<file path="src/rtl/seq_pkg.sv">
// Shared definitions for the pattern_serializer / sequence_detector pair.
//
// Contents:
//   MAX_LEN     - longest serial pattern handled, in bits
//   LEN_W       - width of a bit count able to hold 0..MAX_LEN
//   ser_state_t - serializer FSM states (IDLE, SHIFT, DONE)
package seq_pkg;

  localparam int MAX_LEN = 24;
  localparam int LEN_W   = $clog2(MAX_LEN + 1);

  typedef enum logic [1:0] {
    IDLE  = 2'd0,
    SHIFT = 2'd1,
    DONE  = 2'd2
  } ser_state_t;

endpackage

</file>
<file path="src/rtl/bit_period_divider.sv">
// Bit-period down-counter for the pattern serializer.
//
// Ports:
//   clk  - system clock, posedge
//   rst  - synchronous active-low reset, clears the counter
//   ena  - count enable (global enable already qualified with "shifting")
//   load - reload the counter from div, independent of ena
//   div  - reload value = cycles per bit minus 1
//   tick - high in the last enabled cycle of a bit period
module bit_period_divider #(
  parameter int DIV_W = 8
) (
  input  logic             clk,
  input  logic             rst,
  input  logic             ena,
  input  logic             load,
  input  logic [DIV_W-1:0] div,
  output logic             tick
);

  logic [DIV_W-1:0] cnt_reg;

  // The tick is qualified by ena so a frozen period never produces a strobe;
  // the counter holds at zero and the tick fires once ena returns.
  assign tick = ena && (cnt_reg == '0);

  always_ff @(posedge clk) begin
    if (!rst) begin
      cnt_reg <= '0;
    end else if (load || tick) begin
      cnt_reg <= div;
    end else if (ena) begin
      // Non-zero here, since a zero count with ena set is a tick.
      cnt_reg <= cnt_reg - DIV_W'(1);
    end
  end

endmodule

</file>
<file path="src/rtl/pattern_serializer.sv">
// Parallel-to-serial test pattern generator feeding sequence_detector.
//
// A pattern of up to MAX_LEN bits is captured on an accepted start and sent
// LSB first on sig_out, each bit held for bit_div+1 enabled cycles.
//
// Ports:
//   clk        - system clock, posedge
//   rst        - synchronous active-low reset (overrides ena and start)
//   ena        - global enable; 0 freezes all state
//   start      - begin a transfer (only honoured in IDLE)
//   pattern    - bits to send, pattern[0] first
//   len        - number of bits; values above MAX_LEN clamp to MAX_LEN
//   bit_div    - cycles per bit minus 1
//   sig_out    - serial data, 0 outside a transfer
//   bit_strobe - high in the final cycle of each bit period
//   busy       - high while bits are being sent
//   ready      - high in IDLE
//   done       - one-cycle pulse at the end of a transfer
module pattern_serializer #(
  parameter int MAX_LEN = seq_pkg::MAX_LEN,
  parameter int LEN_W   = seq_pkg::LEN_W,
  parameter int DIV_W   = 8
) (
  input  logic               clk,
  input  logic               rst,
  input  logic               ena,
  input  logic               start,
  input  logic [MAX_LEN-1:0] pattern,
  input  logic [LEN_W-1:0]   len,
  input  logic [DIV_W-1:0]   bit_div,
  output logic               sig_out,
  output logic               bit_strobe,
  output logic               busy,
  output logic               ready,
  output logic               done
);

  import seq_pkg::*;

  ser_state_t         state_reg, state_next;
  logic [MAX_LEN-1:0] shreg_reg, shreg_next;
  logic [LEN_W-1:0]   rem_reg, rem_next;
  logic [DIV_W-1:0]   div_reg, div_next;

  logic               sig_out_reg, sig_out_next;
  logic               busy_reg, busy_next;
  logic               ready_reg, ready_next;
  logic               done_reg, done_next;

  logic               load;
  logic               tick;
  logic               div_ena;
  logic [DIV_W-1:0]   div_sel;
  logic [LEN_W-1:0]   len_clamped;

  assign len_clamped = (len > LEN_W'(MAX_LEN)) ? LEN_W'(MAX_LEN) : len;

  // The divider only runs while shifting. On the load cycle it takes the
  // live bit_div; afterwards it reloads from the copy captured at start, so
  // later changes on bit_div cannot disturb a transfer.
  assign div_ena = ena && (state_reg == SHIFT);
  assign div_sel = load ? bit_div : div_reg;

  bit_period_divider #(
    .DIV_W (DIV_W)
  ) u_div (
    .clk  (clk),
    .rst  (rst),
    .ena  (div_ena),
    .load (load),
    .div  (div_sel),
    .tick (tick)
  );

  // State register (plus datapath and registered outputs).
  always_ff @(posedge clk) begin
    if (!rst) begin
      state_reg   <= IDLE;
      shreg_reg   <= '0;
      rem_reg     <= '0;
      div_reg     <= '0;
      sig_out_reg <= 1'b0;
      busy_reg    <= 1'b0;
      ready_reg   <= 1'b1;
      done_reg    <= 1'b0;
    end else if (ena) begin
      state_reg   <= state_next;
      shreg_reg   <= shreg_next;
      rem_reg     <= rem_next;
      div_reg     <= div_next;
      sig_out_reg <= sig_out_next;
      busy_reg    <= busy_next;
      ready_reg   <= ready_next;
      done_reg    <= done_next;
    end
  end

  // Next-state logic.
  always_comb begin
    state_next = state_reg;
    shreg_next = shreg_reg;
    rem_next   = rem_reg;
    div_next   = div_reg;
    load       = 1'b0;
    case (state_reg)
      IDLE: begin
        // ena is part of load because the divider loads regardless of ena.
        if (start && ena) begin
          if (len != '0) begin
            state_next = SHIFT;
            shreg_next = pattern;
            rem_next   = len_clamped;
            div_next   = bit_div;
            load       = 1'b1;
          end else begin
            state_next = DONE;
          end
        end
      end
      SHIFT: begin
        if (tick) begin
          shreg_next = shreg_reg >> 1;
          rem_next   = rem_reg - LEN_W'(1);
          if (rem_reg == LEN_W'(1)) begin
            state_next = DONE;
          end
        end
      end
      DONE: begin
        state_next = IDLE;
      end
      default: begin
        state_next = IDLE;
      end
    endcase
  end

  // Output logic: computed from the upcoming state so the registered
  // outputs line up with the state they describe.
  always_comb begin
    sig_out_next = 1'b0;
    busy_next    = 1'b0;
    ready_next   = 1'b0;
    done_next    = 1'b0;
    case (state_next)
      IDLE:    ready_next = 1'b1;
      SHIFT: begin
        busy_next    = 1'b1;
        sig_out_next = shreg_next[0];
      end
      DONE:    done_next = 1'b1;
      default: ready_next = 1'b1;
    endcase
  end

  assign sig_out    = sig_out_reg;
  assign busy       = busy_reg;
  assign ready      = ready_reg;
  // Pulses are masked while frozen; a held DONE state re-emits done later.
  assign done       = done_reg & ena;
  assign bit_strobe = tick;

endmodule

</file>
<file path="config.mk">
export PLATFORM = sky130hd
export DESIGN_NAME = pattern_serializer
export DESIGN_NICKNAME = d
export VERILOG_FILES = /design/src/rtl/seq_pkg.sv /design/src/rtl/bit_period_divider.sv /design/src/rtl/pattern_serializer.sv
export SDC_FILE = /design/constraint.sdc
export NUM_CORES = 1
export LEC_CHECK = 0
export BUFFER_PORTS_ARGS = -buffer_cell sky130_fd_sc_hd__buf_2
export CORE_MARGIN = 8
export CORE_UTILIZATION = 41
export DETAILED_ROUTE_END_ITERATION = 12
export GPL_TIMING_DRIVEN = 0
export PLACE_DENSITY = 0.75
export RECOVER_POWER = 50
export SLEW_MARGIN = 15
export SYNTH_ARGS = -nofsm -noshare
export SYNTH_HDL_FRONTEND = slang
export SYNTH_SLANG_ARGS = --single-unit
</file>
<file path="constraint.sdc">
create_clock -name clk -period 2.55 [get_ports clk]
set_input_delay 0.765 -clock clk [delete_from_list [all_inputs] [get_ports clk]]
set_output_delay 0.765 -clock clk [all_outputs]
set_load 0.005 [all_outputs]
</file>
==> run_results.csv, run 1 <==
group,metric,value,unit
clock_network,cts_buffer_depth,2,
global_routing,grt-ovfl-total,0,
cells_and_area,antenna_cells,0,
global_routing,grt_util_all_layers,14.29,%
yosys,yosysTopAreaCellShare,42.32,%
global_routing,antenna_found_initial,0,
yosys,syn_inst,285,
yosys,syn-cell-area,2412,sq um
yosys,synth_flop_cell,"dfxtp_1",
routing,via_per_inst,5.464,
yosys,ys_seq_elements,51,
clock_network,clockRootBuffer,"clkbuf_8",
routing,dr.pass1.iters,5,
cells_and_area,final_cell_mix,"50 x buf_2, 50 x nand2_1, 49 x dfxtp_1",
power_and_ir_drop,finalPower,1699,uW
worst_setup_path,path_class,"register to primary output",
yosys,yosysTopAreaCell,"dfxtp_1",
sta,period_share,96.16,%
sta,fin_ws,0.09780,ns
min_path,hp-class,"register to register",
floorplanning,start_util,41.48,%
placed_design,gp_congestion,0.7864,
routing,vias,2284,
routing,drtIter0Drc,160,
job,maxCapViolations,0,
worst_setup_path,cp.required,1.79,ns
sta,period_needed,2.452,ns
placed_design,place_worst_setup_slack,-0.5146,ns
global_routing,grt_pass1_vias,2125,
yosys,async_reset_ff_share,0,%
floorplanning,placementRows,28,
cells_and_area,largest_reg_flops,24,
global_routing,grt_max_degree,19,
cells_and_area,post_layout_nonfiller_instances,418,
cells_and_area,fin_nets,389,
yosys,synth-edff-count,0,
sta,hold_viol_final,0,
routing,drc,0,
cells_and_area,syn_to_final_growth,19.35,%
floorplanning,dieArea,8594,sq um
worst_setup_path,endpoint_kind,"primary output",
floorplanning,core,5816,sq um
worst_setup_path,path_max_fanout,2,
yosys,mappedNetlistNets,332,
worst_setup_path,critPathLaunchType,"register",
run_status,status,"completed",
routing,post_drt_wl_per_cell,14.68,um
sta,fmax,407.8,MHz
clock_network,cts_made_buffers,5,
sta,relSlewSlack,59.62,%
routing,wirelength,6136,um
cells_and_area,postLayoutCoreUtil,49.51,%
routing,antenna_left,0,
power_and_ir_drop,peakVddDrop,0.0004067,V
cells_and_area,drive_gt1_share,23.62,%
clock_network,cts_num_sinks,51,
placed_design,dp.cells,405,
cells_and_area,nFillCells,581,
yosys,synth_warnings,0,
sta,tightest_slew,0.6017,ns
floorplanning,die_h,92.71,um
clock_network,cts_tree,"done",
yosys,yosysUniqueCellTypes,52,
sta,drv_slew,0,
sta,setup_viol,0,
clock_network,clk-insertion-delay-late,0.31,ns
sta,fin_worst_skew,0.004346,ns
clock_network,cts.htree.levels,2,
sta,finalHoldWorstSlack,0.4549,ns
power_and_ir_drop,p_per_area,590.1,nW/um^2
yosys,synth_area_per_cell,8.464,sq um
floorplanning,die_w,92.71,um
global_routing,grt_pass1_wl,10080,um
placed_design,place_hpwl,4381,um
yosys,yosysSeqAreaShare,42.32,%
placed_design,io_buffers,45,
worst_setup_path,cp.arrival,1.69,ns
power_and_ir_drop,leakage,0.001134,uW
floorplanning,ioPinCount,46,
clock_network,clk_pin_slew_worst_paths,0.10,ns
yosys,yosys-top-cells-area,"dfxtp_1 42%, a21oi_1 8.5%, nand2_1 7.8%",
==> power by group <==
group / switching, uW / internal [uW]
sequential: 38.0 / 846
combinational: 170 / 147
clock: 296 / 203
==> logic make-up (layout without fill, tap and decap cells) <==
| logic type | count (synthesis) | after routing | share of synthesized area (%) |
|---|---|---|---|
| AOI/OAI and AO/OA | 92 | 92 | 24.59 |
| xor gates and xnor gates | 6 | 6 | 2.179 |
| adders and majority gates | 6 | 6 | 3.112 |
| buffers and inverters | 27 | 85 | 5.653 |
| DFF | 51 | 51 | 42.32 |
| muxes | 5 | 5 | 2.127 |
| and+or+nand+nor | 98 | 98 | 20.02 |
==> final cells by class <==
class / instances / area [sq um] / share of cell area, %
multi-input combinational: 207 / 1255 / 43.59
sequential: 51 / 1023 / 35.55
timing repair buffer: 50 / 269.0 / 9.344
buffer: 19 / 112.6 / 3.911
tap: 75 / 93.84 / 3.259
clock buffer: 5 / 68.82 / 2.390
inverter: 8 / 30.03 / 1.043
clock inverter: 3 / 26.28 / 0.9126
==> Yosys cell counts (4+ instances only) <==
| cell | n |
|---|---|
| a21oi_1 | 41 |
| o211ai_1 | 4 |
| nand2_1 | 50 |
| nor3_1 | 7 |
| buf_2 | 7 |
| o21ai_0 | 4 |
| a22oi_1 | 22 |
| nor2_1 | 15 |
| inv_1 | 7 |
| mux2i_1 | 4 |
| ha_1 | 6 |
| dfxtp_1 | 51 |
| clkbuf_1 | 8 |
==> final timing paths <==
path	from	to	slack, ns	depth (start not counted)
min reg2reg	div_reg[0]	div_reg[0]	0.45	2
max	u_div.cnt_reg[5]	bit_strobe	0.1	4
min	div_reg[0]	div_reg[0]	0.45	2
max reg2reg	u_div.cnt_reg[5]	ready	0.18	9
==> stage by stage <==
stage,TNS (ns),instance area (sq um)
6_report,0,2879
5_1_grt,-0.0002895,2879
4_1_cts,0,2872
3_5_place_dp,-1.825,2731
3_3_place_gp,-1.353,2731
2_1_floorplan,0,2412
==> critical path, cell delays in order (launching register included) <==
cell and delay [ns]:
dfxtp_2 0.34, or4_4 0.57, nor4_4 0.23, buf_6 0.16
buf_6 0.09
==> per-layer routing <==
metal / wire length, um / track usage (%) / vias to the layer above
met2: 2884 / 21.93 / 65
met5: 0 / 0 / -
met3: 397 / 4.450 / 9
met4: 73 / 3.758 / 0
li1: - / - / 1137
met1: 2780 / 18.92 / 1073
==> repair_timing <==
| item | CTS | global route |
|---|---|---|
| hold buffers | 0 | 0 |
| setup buffers | 4 | 1 |
| endpoints found under the setup margin | 2 | 2 |
| pin swaps | 2 | 1 |
| resized for setup | 5 | 0 |
No activity file was read; power rests on OpenSTA's default activity.
==> run 2: changes to the inputs <==
Settings changed: CORE_UTILIZATION 41 to 23, PLACE_DENSITY 0.75 to 0.52, SLEW_MARGIN 15 to not set.
==> run 2 against run 1 <==
Routed wire length grew 13%. Cell area rose by 1.4%. Largest cell class unchanged. Cell count rose by 14%. Core utilization down 21 points. Critical path depth is the same. Clock skew is 0.0032 ns higher. Die area grew 63%. Register-to-register slack better by 0.04 ns.
==> run_results.csv, run 2 (synthesis gave the netlist of run 1 again) <==
group,metric,value,unit
min_path,hp-class,"register to register",
worst_setup_path,critPathLaunchType,"register",
cells_and_area,fin_nets,388,
power_and_ir_drop,swShare,29.46,%
cells_and_area,syn_to_final_growth,21.01,%
cells_and_area,postLayoutCoreUtil,28.40,%
floorplanning,placementRows,37,
power_and_ir_drop,seqPwrFrac,52.9,%
clock_network,cts_tree,"done",
sta,drv_slew,0,
floorplanning,core,10280,sq um
global_routing,grt_pass1_wl,11450,um
routing,vias,2279,
sta,period_needed,2.443,ns
worst_setup_path,endpoint_kind,"primary output",
sta,finalHoldWorstSlack,0.4561,ns
placed_design,gp_congestion,0.7545,
placed_design,io_buffers,45,
sta,fin_worst_skew,0.007564,ns
routing,drc,0,
clock_network,cts_buffer_depth,2,
sta,period_share,95.81,%
worst_setup_path,cp.arrival,1.68,ns
clock_network,clk_pin_slew_worst_paths,0.10,ns
power_and_ir_drop,power.switching,492.4,uW
power_and_ir_drop,peakVddDrop,0.0002519,V
sta,setup_viol,0,
floorplanning,die_h,118.4,um
clock_network,cts_hold_buffers,0,
cells_and_area,largest_reg_flops,24,
worst_setup_path,path_class,"register to primary output",
global_routing,grt_pass1_vias,2309,
power_and_ir_drop,power_frac_comb,18.7,%
routing,via_per_inst,4.768,
global_routing,antenna_found_initial,0,
clock_network,cts.htree.levels,2,
floorplanning,die_w,118.4,um
sta,tightest_slew,0.5994,ns
clock_network,cts_made_buffers,5,
floorplanning,ioPinCount,46,
sta,hold_viol_final,0,
global_routing,grt_max_degree,17,
routing,drtIter0Drc,88,
routing,antenna_left,0,
clock_network,clk-insertion-delay-late,0.31,ns
sta,relSlewSlack,59.77,%
power_and_ir_drop,pwr-share-clk,28.4,%
cells_and_area,drive_gt1_share,21.64,%
global_routing,grt-ovfl-total,0,
cells_and_area,antenna_cells,0,
sta,fmax,409.3,MHz
global_routing,grt_util_all_layers,9.909,%
sta,rsz0062_at_grt,"no",
floorplanning,dieArea,14020,sq um
job,maxCapViolations,0,
worst_setup_path,path_max_fanout,2,
clock_network,cts_num_sinks,51,
routing,dr.pass1.iters,4,
placed_design,place_hpwl,5037,um
cells_and_area,final_cell_mix,"50 x nand2_1, 50 x dfxtp_1, 46 x buf_2",
power_and_ir_drop,p_per_area,572.7,nW/um^2
power_and_ir_drop,internal_power,1179,uW
power_and_ir_drop,leakage,0.001103,uW
routing,post_drt_wl_per_cell,14.44,um
floorplanning,start_util,23.47,%
clock_network,clockRootBuffer,"clkbuf_8",
routing,wirelength,6903,um
worst_setup_path,cp.required,1.79,ns
run_status,status,"completed",
==> run 2: metal layers <==
| layer | vias to the layer above | GRT usage, % | part of all wire [%] |
|---|---|---|---|
| li1 | 1139 | - | - |
| met1 | 1090 | 12.42 | 47 |
| met2 | 44 | 16.91 | 49 |
| met3 | 6 | 2.189 | 3.6 |
| met4 | 0 | 2.372 | 0.64 |
| met5 | - | 0 | 0 |
==> run 2: repair_timing <==
action / CTS / global route
endpoints found under the setup margin: 3 / 2
pin swaps: 3 / 1
resized for setup: 3 / 0
buffers inserted: 4 / 0
==> run 2: power groups by stage <==
| stage | Sequential [uW] | Clock (uW) | Combinational [uW] |
|---|---|---|---|
| 4_1_cts | 884 | 492 | 319 |
| 3_3_place_gp | 900 | 0 | 304 |
| 3_5_place_dp | 901 | 0 | 306 |
| 2_1_floorplan | 892 | 0 | 212 |
| 5_1_grt | 892 | 527 | 355 |
| 6_report | 884 | 474 | 313 |
==> run 2: worst paths after layout <==
kind	slack, ns	from	cells after the start	end
worst min-delay path	0.46	div_reg[0]	2	div_reg[0]
worst max register to register	0.22	u_div.cnt_reg[5]	9	ready
worst max-delay path	0.11	u_div.cnt_reg[5]	4	bit_strobe
worst min register to register	0.46	div_reg[0]	2	div_reg[0]
==> run 2: metrics by stage <==
step,TNS (ns),setup WS (ns),cells,power (uW),cell area (sq um)
after global routing,0,0.01073,478,1774,2919
after floorplan,0,0.06967,285,1104,2412
after CTS,0,0.01250,478,1696,2934
after detailed placement,-2.725,-0.5043,466,1207,2808
final,0,0.1068,478,1672,2919
after global placement,-2.391,-0.4900,466,1204,2808
==> run 2: cell type report <==
type                       count  area [sq um]
tap                          136         170.2
multi-input combinational    207          1255
clock inverter                 3         20.02
inverter                       8         30.03
buffer                        19         102.6
clock buffer                   5         68.82
timing repair buffer          49         250.2
fill                        1123          7358
sequential                    51          1022
==> run 2: worst max-delay path: stages, from the launching register on <==
cell and delay, ns:
dfxtp_1 0.34, or4_4 0.56, nor4_4 0.22, buf_6 0.15, buf_2 0.10
==> run 3: changes to the inputs <==
Settings changed: ABC_AREA set to 1.
==> run 3 against run 2 <==
Die area increased by 5.8%. Routed wire length shrank 4.6%. Combinational power up 25%. Sequential share of layout area decreased by 1.2 points. Cell area increased by 3.4%. Total power up 5.4%. Critical endpoint unchanged. Non-clock buffer count is 10 lower. Setup slack better by 0.035 ns. Critical path type is now primary input to primary output. Largest cell class unchanged.
==> run_results.csv, run 3 <==
group,metric,value,unit
power_and_ir_drop,power.switching,562.7,uW
cells_and_area,fin_nets,458,
min_path,hp-class,"register to register",
clock_network,clockRootBuffer,"clkbuf_8",
worst_setup_path,reg2reg_from,"u_div.cnt_reg[0]",
worst_setup_path,r2r_cells,10,
clock_network,cts_buffer_depth,2,
global_routing,antenna_found_initial,0,
sta,tns,0,ns
clock_network,cts.htree.levels,2,
sta,period_needed,2.408,ns
power_and_ir_drop,leakage,0.001330,uW
sta,drv_slew,0,
yosys,ys_seq_elements,51,
clock_network,cts_num_sinks,51,
worst_setup_path,reg2reg_slack,0.37,ns
routing,drc,0,
worst_setup_path,critPathLaunchType,"primary input",
routing,antenna_left,0,
yosys,syn_inst,360,
worst_setup_path,crit_start,"ena",
placed_design,place_hpwl,4971,um
yosys,synth.most_common_cell,"nand2_1",
global_routing,grt_max_degree,17,
yosys,yosysTopAreaCell,"dfxtp_1",
global_routing,grt-ovfl-total,0,
yosys,synth_flop_cell,"dfxtp_1",
routing,via_per_inst,4.326,
worst_setup_path,path_class,"primary input to primary output",
yosys,synth-edff-count,0,
power_and_ir_drop,swShare,31.94,%
yosys,yosysUniqueCellTypes,34,
cells_and_area,final_common_cell,"nand2_1",
clock_network,cts_made_buffers,5,
clock_network,cts_tree,"done",
placed_design,gp_congestion,0.8449,
worst_setup_path,cp.required,1.79,ns
floorplanning,ioPinCount,46,
clock_network,clk_pin_slew_worst_paths,0.09,ns
power_and_ir_drop,power_frac_comb,22.2,%
worst_setup_path,path_max_fanout,10,
routing,dr.pass1.iters,4,
routing,post_drt_wl_per_cell,11.93,um
sta,finalHoldWorstSlack,0.4666,ns
sta,rsz0062_at_grt,"no",
power_and_ir_drop,seqPwrFrac,50.6,%
cells_and_area,post_layout_nonfiller_instances,552,
sta,setup_viol,0,
floorplanning,dieArea,14830,sq um
clock_network,cts_setup_buffers,0,
global_routing,grt_pass1_wl,11210,um
clock_network,clk-insertion-delay-late,0.32,ns
yosys,synth_common_cells,"115 x nand2_1, 51 x dfxtp_1, 34 x inv_1",
run_status,status,"completed",
sta,hold_viol_final,0,
yosys,async_reset_ff_share,0,%
power_and_ir_drop,internal_power,1199,uW
yosys,syn-cell-area,2574,sq um
min_path,hp-start,"ready",
worst_setup_path,endpoint_kind,"primary output",
yosys,yosysTopAreaCellShare,39.67,%
min_path,hold_depth,2,
placed_design,io_buffers,44,
floorplanning,placementRows,38,
placed_design,dp.cells,544,
cells_and_area,largest_reg_flops,24,
worst_setup_path,r2r-end,"shreg_reg[9]",
clock_network,cts_hold_buffers,0,
yosys,synth_area_per_cell,7.149,sq um
sta,tightest_slew,0.5547,ns
power_and_ir_drop,pwr-share-clk,27.3,%
floorplanning,die_h,121.8,um
floorplanning,start_util,23.64,%
routing,vias,2388,
power_and_ir_drop,p_per_area,583.8,nW/um^2
routing,drtIter0Drc,93,
floorplanning,core,10890,sq um
yosys,yosysSeqAreaShare,39.67,%
routing,wirelength,6584,um
job,maxCapViolations,0,
power_and_ir_drop,peakVddDrop,0.0002404,V
global_routing,grt_pass1_vias,2371,
sta,relSlewSlack,63.02,%
yosys,yosys-top-cells-area,"dfxtp_1 40%, nand2_1 17%, a31oi_1 6.3%",
cells_and_area,antenna_cells,0,
yosys,synth_warnings,0,
sta,period_share,94.45,%
cells_and_area,multi_input_area,1271,sq um
yosys,mappedNetlistNets,407,
worst_setup_path,cp.arrival,1.64,ns
sta,fin_worst_skew,0.01168,ns
clock_network,cts-resized-gates,0,
sta,fmax,415.2,MHz
floorplanning,die_w,121.8,um
cells_and_area,final_cell_mix,"118 x nand2_1, 51 x dfxtp_1, 44 x buf_2",
cells_and_area,nFillCells,1211,
cells_and_area,drive_gt1_share,18.69,%
cells_and_area,syn_to_final_growth,17.26,%
global_routing,grt_util_all_layers,9.214,%
min_path,worstHoldEndpoint,"ready",
cells_and_area,final-seq-area,1021,sq um
run 3: power groups by stage:
stage	Combinational (uW)	Sequential (uW)	Clock, uW
6_report	390	891	481
5_1_grt	452	898	526
4_1_cts	407	890	505
3_5_place_dp	406	908	0
3_3_place_gp	401	907	0
2_1_floorplan	300	901	0
run 3: metrics by stage:
step	util [%]	worst slack, ns	power (uW)	area [sq um]
5_1_grt	27.72	0.03790	1876	3018
3_5_place_dp	27.27	0.02640	1314	2969
4_1_cts	28.07	0.01376	1802	3057
6_report	27.72	0.1415	1762	3018
2_1_floorplan	-	0.3189	1201	2574
3_3_place_gp	27.27	0.02506	1308	2969
run 3: metal layers:
layer | part of all wire [%] | global-route usage (%)
met5 | 0 | 0
met3 | 4.6 | 2.221
met1 | 53 | 12.61
met2 | 41 | 14.08
met4 | 1.1 | 2.544
run 3: how the worst max path moves through the flow:
stage                              end  slack [ns]  cells past startpoint
after global routing      shreg_reg[7]        0.04                      9
after detailed placement    bit_strobe        0.03                      7
after global placement      bit_strobe        0.03                      7
final                       bit_strobe        0.14                      7
after floorplan             bit_strobe        0.32                      6
after CTS                   bit_strobe        0.01                      8
run 3: logic make-up (layout without fill, tap and decap cells):
logic type / after synthesis / in the layout / synth area share (%)
buffers and inverters: 55 / 107 / 9.625
AOI/OAI and AO/OA: 67 / 67 / 15.65
DFF: 51 / 51 / 39.67
and+or+nand+nor: 176 / 176 / 30.38
xor gates and xnor gates: 4 / 4 / 1.361
muxes: 1 / 1 / 0.3889
adders and majority gates: 6 / 6 / 2.917
run 3: area by class of cell:
cell class,instances,share of cell area [%]
Tap cell,140,5.804
Clock buffer,5,2.280
Timing Repair Buffer,44,7.172
Multi-Input combinational cell,254,42.12
Buffer,14,2.902
Clock inverter,3,0.6219
Sequential cell,51,33.83
Inverter,41,5.265
run 3: critical path, cell delays in order:
cell,delay [ns]
buf_4,0.14
nand3_4,0.15
nor2_4,0.14
nand2_4,0.09
inv_4,0.10
buf_6,0.14
buf_2,0.12
